<file path="src/rtl/alu_seq_unit.sv">
// Sequential ALU: operand A captured on the first Go edge, result computed on the second.
// Registered WIDTH+1-bit result with zero/carry flags, a result-valid pulse and one-hot state LEDs.
module alu_seq_unit #(
  parameter int unsigned WIDTH    = 4,
  parameter bit          CHAIN_EN = 1'b0
) (
  input  logic             clk,
  input  logic             rst,
  input  logic             Go,
  input  logic [2:0]       Opcode,
  input  logic [WIDTH-1:0] Data,
  output logic [WIDTH:0]   Alu_out,
  output logic             Flag_z,
  output logic             Flag_c,
  output logic             Res_vld,
  output logic             Led_idle,
  output logic             Led_wait,
  output logic             Led_rdy
);

  typedef enum logic [1:0] {
    StIdle,
    StWait,
    StRdy
  } state_e;

  localparam logic [2:0] OpAdd = 3'b000;
  localparam logic [2:0] OpSub = 3'b001;
  localparam logic [2:0] OpAnd = 3'b010;
  localparam logic [2:0] OpOr  = 3'b011;
  localparam logic [2:0] OpXor = 3'b100;
  localparam logic [2:0] OpNot = 3'b101;
  localparam logic [2:0] OpShl = 3'b110;
  localparam logic [2:0] OpShr = 3'b111;

  state_e           state_q, state_d;
  logic             go_q;
  logic             go_rise;
  logic [WIDTH-1:0] a_q, a_d;
  logic [WIDTH:0]   alu_q, alu_d;
  logic [WIDTH:0]   alu_res;
  logic [WIDTH:0]   op_a, op_b;
  logic             flag_z_q, flag_z_d;
  logic             flag_c_q, flag_c_d;
  logic             res_vld_q, res_vld_d;

  // go_q resets high so a Go held through reset does not look like an edge.
  assign go_rise = Go & ~go_q;

  assign op_a = {1'b0, a_q};
  assign op_b = {1'b0, Data};

  always_comb begin
    alu_res = '0;
    case (Opcode)
      OpAdd:   alu_res = op_a + op_b;
      OpSub:   alu_res = op_a - op_b;
      OpAnd:   alu_res = op_a & op_b;
      OpOr:    alu_res = op_a | op_b;
      OpXor:   alu_res = op_a ^ op_b;
      OpNot:   alu_res = {1'b0, ~a_q};
      OpShl:   alu_res = {a_q, 1'b0};
      // Shifted-out bit lands in the carry position.
      OpShr:   alu_res = {a_q[0], 1'b0, a_q[WIDTH-1:1]};
      default: alu_res = '0;
    endcase
  end

  always_comb begin
    state_d   = state_q;
    a_d       = a_q;
    alu_d     = alu_q;
    flag_z_d  = flag_z_q;
    flag_c_d  = flag_c_q;
    res_vld_d = 1'b0;
    if (go_rise) begin
      case (state_q)
        StIdle: begin
          a_d     = Data;
          state_d = StWait;
        end
        StWait: begin
          alu_d     = alu_res;
          flag_z_d  = (alu_res[WIDTH-1:0] == '0);
          flag_c_d  = alu_res[WIDTH];
          res_vld_d = 1'b1;
          state_d   = StRdy;
        end
        StRdy: begin
          if (CHAIN_EN) begin
            a_d     = alu_q[WIDTH-1:0];
            state_d = StWait;
          end else begin
            state_d = StIdle;
          end
        end
        default: state_d = StIdle;
      endcase
    end
  end

  always_ff @(posedge clk) begin
    if (rst) begin
      state_q   <= StIdle;
      go_q      <= 1'b1;
      a_q       <= '0;
      alu_q     <= '0;
      flag_z_q  <= 1'b0;
      flag_c_q  <= 1'b0;
      res_vld_q <= 1'b0;
    end else begin
      state_q   <= state_d;
      go_q      <= Go;
      a_q       <= a_d;
      alu_q     <= alu_d;
      flag_z_q  <= flag_z_d;
      flag_c_q  <= flag_c_d;
      res_vld_q <= res_vld_d;
    end
  end

  assign Alu_out  = alu_q;
  assign Flag_z   = flag_z_q;
  assign Flag_c   = flag_c_q;
  assign Res_vld  = res_vld_q;
  assign Led_idle = (state_q == StIdle);
  assign Led_wait = (state_q == StWait);
  assign Led_rdy  = (state_q == StRdy);

  led_onehot_a: assert property (@(posedge clk) disable iff (rst)
    $onehot({Led_idle, Led_wait, Led_rdy}));

endmodule

</file>
<file path="config.mk">
export PLATFORM = sky130hd
export DESIGN_NAME = alu_seq_unit
export DESIGN_NICKNAME = d
export VERILOG_FILES = /design/src/rtl/alu_seq_unit.sv
export SDC_FILE = /design/constraint.sdc
export NUM_CORES = 1
export LEC_CHECK = 0
export ABC_CLOCK_PERIOD_IN_PS = 2400
export CORE_MARGIN = 5
export CORE_UTILIZATION = 30
export CTS_BUF_LIST = sky130_fd_sc_hd__clkbuf_4 sky130_fd_sc_hd__clkbuf_8
export DETAILED_ROUTE_END_ITERATION = 16
export PLACE_DENSITY = 0.61
export SKIP_LAST_GASP = 1
export SLEW_MARGIN = 20
export SYNTH_ARGS = -nofsm -noshare
export SYNTH_HDL_FRONTEND = slang
export SYNTH_SLANG_ARGS = --single-unit
</file>
<file path="constraint.sdc">
create_clock -name clk -period 2.4 [get_ports clk]
set_input_delay 0.48 -clock clk [delete_from_list [all_inputs] [get_ports clk]]
set_output_delay 0.48 -clock clk [all_outputs]
set_load 0.01 [all_outputs]
</file>
==> impl_metrics.json, run 1 <==
{
  "reg2regPathDepth": 10,
  "yosys-top-cells-count": "14 x dfxtp_1, 13 x ha_1, 13 x nor2_1, 12 x nand2_1, 11 x inv_1",
  "cts-htree-levels": 1,
  "synth_warnings": 0,
  "antennaDiodeCount": 0,
  "cts_hold_buf": 0,
  "vias_per_cell": 4.85,
  "nets": 197,
  "wl_per_cell_um": 13.0,
  "min_period_over_period": 0.966,
  "fillCellCount": 372,
  "grt_max_degree": 17,
  "yosys.cell_types.count": 40,
  "hpwl_mm": 2.20,
  "num_rows": 22,
  "total_power_uw": 670,
  "synth_nets": 157,
  "syn_area_per_cell_um2": 8.34,
  "grt_pass1_vias": 1104,
  "vdd_drop_max_mv": 0.138,
  "gp_congestion": 0.787,
  "hold_depth": 2,
  "portBuffers": 20,
  "insertion_delay_ns": 0.24,
  "setup_viol": 0,
  "crit_required_ns": 2.54,
  "die_x_um": 70.8,
  "cp_max_fo": 3,
  "coreArea_um2": 3630,
  "synthTopCellsByArea": "dfxtp_1 25%, ha_1 15%, mux2i_1 7.2%, nor2_1 4.4%, a21oi_1 4.1%",
  "async_reset_ff_frac": 0,
  "overflow": 0,
  "maxCapViolCount": 0,
  "antenna_found_initial": 0,
  "cts_tree": "done",
  "pwr_density_cell_nw_per_um2": 417,
  "hold_violations": 0,
  "via_count": 1066,
  "p_leak_nw": 0.680,
  "critical_path_class": "in -> reg",
  "cts_root_buf": "clkbuf_8",
  "fmax_mhz": 431,
  "dr.pass1.iters": 4,
  "numCtsBuffers": 3,
  "grt_pass1_wl_mm": 4.97,
  "ys_seq_area_frac": 0.253,
  "postSynthRegisterBits": 14,
  "drv_slew": 0,
  "start_util": 0.305,
  "slew_headroom": 0.618,
  "status": "finished clean",
  "wirelength_mm": 2.85,
  "ys.flop_type": "dfxtp_1",
  "synth_most_common_cell": "dfxtp_1",
  "path_clk_slew_ns": 0.06,
  "skew_ns": 0.000704,
  "crit_arrival_ns": 2.45,
  "dieArea_um2": 5020,
  "start_kind": "input port",
  "critPathCaptureType": "flop",
  "tightest_slew_ns": 0.569,
  "pin_count": 21,
  "first_iter_violations": 38,
  "min_path_type": "reg -> reg",
  "period_minus_slack_ns": 2.32,
  "netlist_area_um2": 1110,
  "area_growth_syn_to_layout_pct": 44.9,
  "postSynthCellCount": 133,
  "yosys.area.top_type": "dfxtp_1",
  "grt_setup_unrepaired": "yes",
  "clock-sinks": 14,
  "detail-route-antenna-nets": 0,
  "track_usage": 0.121,
  "synth-edff-count": 0,
  "drive_above_1_share": 0.262,
  "tns_ns": 0,
  "drc": 0,
  "clockBufferDepth": 2,
  "dieHeight_um": 70.8,
  "netlist.area_leader.share": 0.253
}
==> sequential cells by signal (all words and copies together) (netlist names) <==
signal and flops:
Flag_z 1, Res_vld 1, a_q 4, go_q 1, state_q 2, Alu_out 5
==> path summary, 6_finish.rpt <==
check             start         end  slack (ns)
max reg2reg      a_q[0]  Alu_out[1]        0.31
max           Opcode[2]      Flag_z        0.08
min          Alu_out[0]  Alu_out[0]        0.45
min reg2reg  Alu_out[0]  Alu_out[0]        0.45
==> logic make-up (layout without fill, tap and decap cells) <==
group | count (synthesis) | in the layout | synth area share
flops | 14 | 14 | 0.253
mux | 10 | 10 | 0.103
buf+inv | 18 | 57 | 0.0744
xor+xnor | 4 | 4 | 0.0316
fa+ha+maj | 14 | 14 | 0.165
simple gates | 42 | 42 | 0.189
compound gates | 31 | 31 | 0.185
==> cell usage in the layout (no fill, tap or decap), drive strengths merged, types with 8 or more instances in the layout <==
cell	n
nor2	13
nand2	12
buf	22
mux2i	8
clkdlybuf4s50	15
dfxtp	14
a21oi	9
inv	11
ha	13
==> area by class of cell <==
cell class / count / area [um2] / share of cell area
timing repair buffer: 42 / 359 / 0.223
sequential: 14 / 280 / 0.174
clock buffer: 4 / 55.1 / 0.0342
multi-input combinational: 101 / 812 / 0.505
tap: 48 / 60.1 / 0.0374
inverter: 11 / 41.3 / 0.0257
==> stage by stage <==
step	setup slack (ns)	std cells	utilization	hold slack (ns)	instance area (um2)
after floorplan	0.00569	133	-	0.481	1140
after global placement	-0.390	208	0.402	0.444	1460
after detailed placement	-0.464	208	0.402	0.447	1460
after CTS	0.000180	220	0.440	0.455	1600
after global routing	-0.0183	220	0.442	0.487	1610
final	0.0820	220	0.442	0.454	1610
==> metal layers <==
layer / GRT usage / vias up / part of all wire
met5: 0 / - / 0
met4: 0.0418 / 0 / 0.0025
met3: 0.0227 / 2 / 0.038
met2: 0.228 / 20 / 0.52
met1: 0.134 / 505 / 0.44
li1: - / 539 / -
==> where the power goes <==
group	leakage (nW)	internal (mW)	switching [mW]	total, mW
sequential	0.114	0.238	0.00745	0.245
clock	0.0288	0.145	0.0788	0.224
combinational	0.538	0.105	0.0962	0.201
total	0.680	0.488	0.182	0.670
==> worst max-delay path: stages <==
cell and delay, ns:
dlygate4sd2_1 0.27, nor2_4 0.16, nand2_2 0.09, mux2i_2 0.23, ha_1 0.27, and3b_1 0.19
o21a_1 0.20, o311ai_2 0.26, nand2_1 0.09, a31o_1 0.22
==> timing repair <==
action | in CTS | in global routing
resized for setup | 13 | 4
setup endpoints to repair | 5 | 3
pin swaps | 11 | 3
buffers inserted | 9 | 0
Power figures use the tool's default switching activity.
==> run 2, diff against run 1 <==
Settings changed: CORE_UTILIZATION 30 to 40, PLACE_DENSITY 0.61 to 0.74, REMOVE_ABC_BUFFERS set to 1, SETUP_SLACK_MARGIN set to 0.2.
==> impl_metrics.json, run 2 (synthesis gave the netlist of run 1 again) <==
{
  "status": "finished clean",
  "crit_arrival_ns": 2.27,
  "coreArea_um2": 2710,
  "setup_viol": 0,
  "cp_max_fo": 4,
  "hold_violations": 0,
  "placed_cells": 195,
  "antenna_found_initial": 0,
  "dieHeight_um": 62.7,
  "drc": 0,
  "p_sw_uw": 171,
  "gp_congestion": 0.850,
  "start_util": 0.410,
  "grt_pass1_vias": 1084,
  "drv_slew": 0,
  "grt_pass1_wl_mm": 4.81,
  "dieArea_um2": 3930,
  "cts-htree-levels": 1,
  "setup_slack_ns": 0.311,
  "cts_tree": "done",
  "p_leak_nw": 0.664,
  "track_usage": 0.146,
  "swShare": 0.301,
  "min_path_type": "reg -> reg",
  "cts_hold_buf": 0,
  "skew_ns": 0.00579,
  "dr.pass1.iters": 4,
  "num_rows": 19,
  "grt_setup_unrepaired": "no",
  "p_seq_frac": 0.432,
  "min_period_over_period": 0.870,
  "first_iter_violations": 25,
  "min_to": "Alu_out[0]",
  "via_count": 1056,
  "cts_root_buf": "clkbuf_4",
  "hold_depth": 2,
  "p_int_uw": 397,
  "critPathCaptureType": "flop",
  "start_kind": "input port",
  "hp-start": "Alu_out[0]",
  "pwr_density_cell_nw_per_um2": 368,
  "r2r_setup_slack_ns": 0.43,
  "layout_common_cells": "22 x buf_4, 14 x clkdlybuf4s50_1, 13 x dfxtp_1",
  "crit_path_start": "Data[1]",
  "maxCapViolCount": 0,
  "place_ws_ns": -0.659,
  "fin_cells": 202,
  "power_frac_clock": 0.225,
  "critical_path_class": "in -> reg",
  "numCtsBuffers": 3,
  "area_growth_syn_to_layout_pct": 39.0,
  "fmax_mhz": 479,
  "stdcell_area_um2": 1540,
  "pin_count": 21,
  "vias_per_cell": 5.23,
  "clockBufferDepth": 2,
  "vdd_drop_max_mv": 0.406,
  "timing.hold.ws_ns": 0.459,
  "tightest_slew_ns": 0.516,
  "hpwl_mm": 2.16,
  "place_area_um2": 1440,
  "antennaDiodeCount": 0,
  "detail-route-antenna-nets": 0,
  "largest_register_ffs": 5,
  "crit_required_ns": 2.58,
  "r2r_start": "a_q[0]",
  "r2r_end": "Flag_z",
  "tns_ns": 0,
  "wirelength_mm": 2.74,
  "path_clk_slew_ns": 0.08,
  "portBuffers": 20,
  "clock-sinks": 14,
  "wl_per_cell_um": 13.5,
  "pwr-share-comb": 0.343,
  "layout_commonest_cell": "buf_4",
  "die_x_um": 62.7,
  "slew_headroom": 0.654,
  "period_minus_slack_ns": 2.09,
  "overflow": 0,
  "reg2regPathDepth": 8,
  "insertion_delay_ns": 0.28,
  "grt_max_degree": 17,
  "nets": 197,
  "drive_above_1_share": 0.298
}
## run 2: cell type report
type | instances | area [um2]
Fill cell | 265 | 1170
Multi-Input combinational cell | 101 | 820
Timing Repair Buffer | 42 | 339
Sequential cell | 14 | 282
Inverter | 11 | 41.3
Tap cell | 31 | 38.8
Clock buffer | 3 | 22.5
## run 2: per-layer routing
metal  track usage  up-vias  share of wire
met3        0.0342        5          0.044
li1              -      536              -
met5             0        -              0
met1         0.159      491           0.43
met4        0.0477        0          0.011
met2         0.272       24           0.52
## run 2: critical path: stages
cell and delay, ns:
buf_2 0.10, inv_2 0.05, ha_4 0.16, a21oi_2 0.11, xnor2_1 0.12, ha_1 0.28, a21o_1 0.22, o21a_1 0.20
o311ai_2 0.25, nand2_1 0.09, a31o_1 0.22
## run 2: worst max-delay path by stage
stage	to	slack, ns	cells after the start
final	Flag_z	0.31	11
after global routing	Flag_z	0.20	11
after CTS	Alu_out[3]	0.21	10
after detailed placement	Flag_z	-0.66	10
after global placement	Flag_z	-0.55	10
after floorplan	Flag_z	0.07	10
## run 2: stage by stage
step                      total power, mW   util
after floorplan                     0.336      -
after global placement              0.415  0.532
after detailed placement            0.422  0.532
after CTS                           0.563  0.569
after global routing                0.603  0.569
final                               0.567  0.569
## run 2: power groups by stage
| stage | registers, mW | logic [mW] | clock network (mW) |
|---|---|---|---|
| final | 0.245 | 0.194 | 0.128 |
| after global placement | 0.250 | 0.165 | 0 |
| after detailed placement | 0.250 | 0.172 | 0 |
| after CTS | 0.245 | 0.190 | 0.128 |
| after floorplan | 0.249 | 0.0874 | 0 |
| after global routing | 0.247 | 0.215 | 0.142 |
## run 2: repair_timing
item | in CTS | in global routing
setup endpoints to repair | 5 | 3
setup buffers | 4 | 0
cloned | 0 | 0
gates resized for setup | 32 | 6
pin swaps | 11 | 12
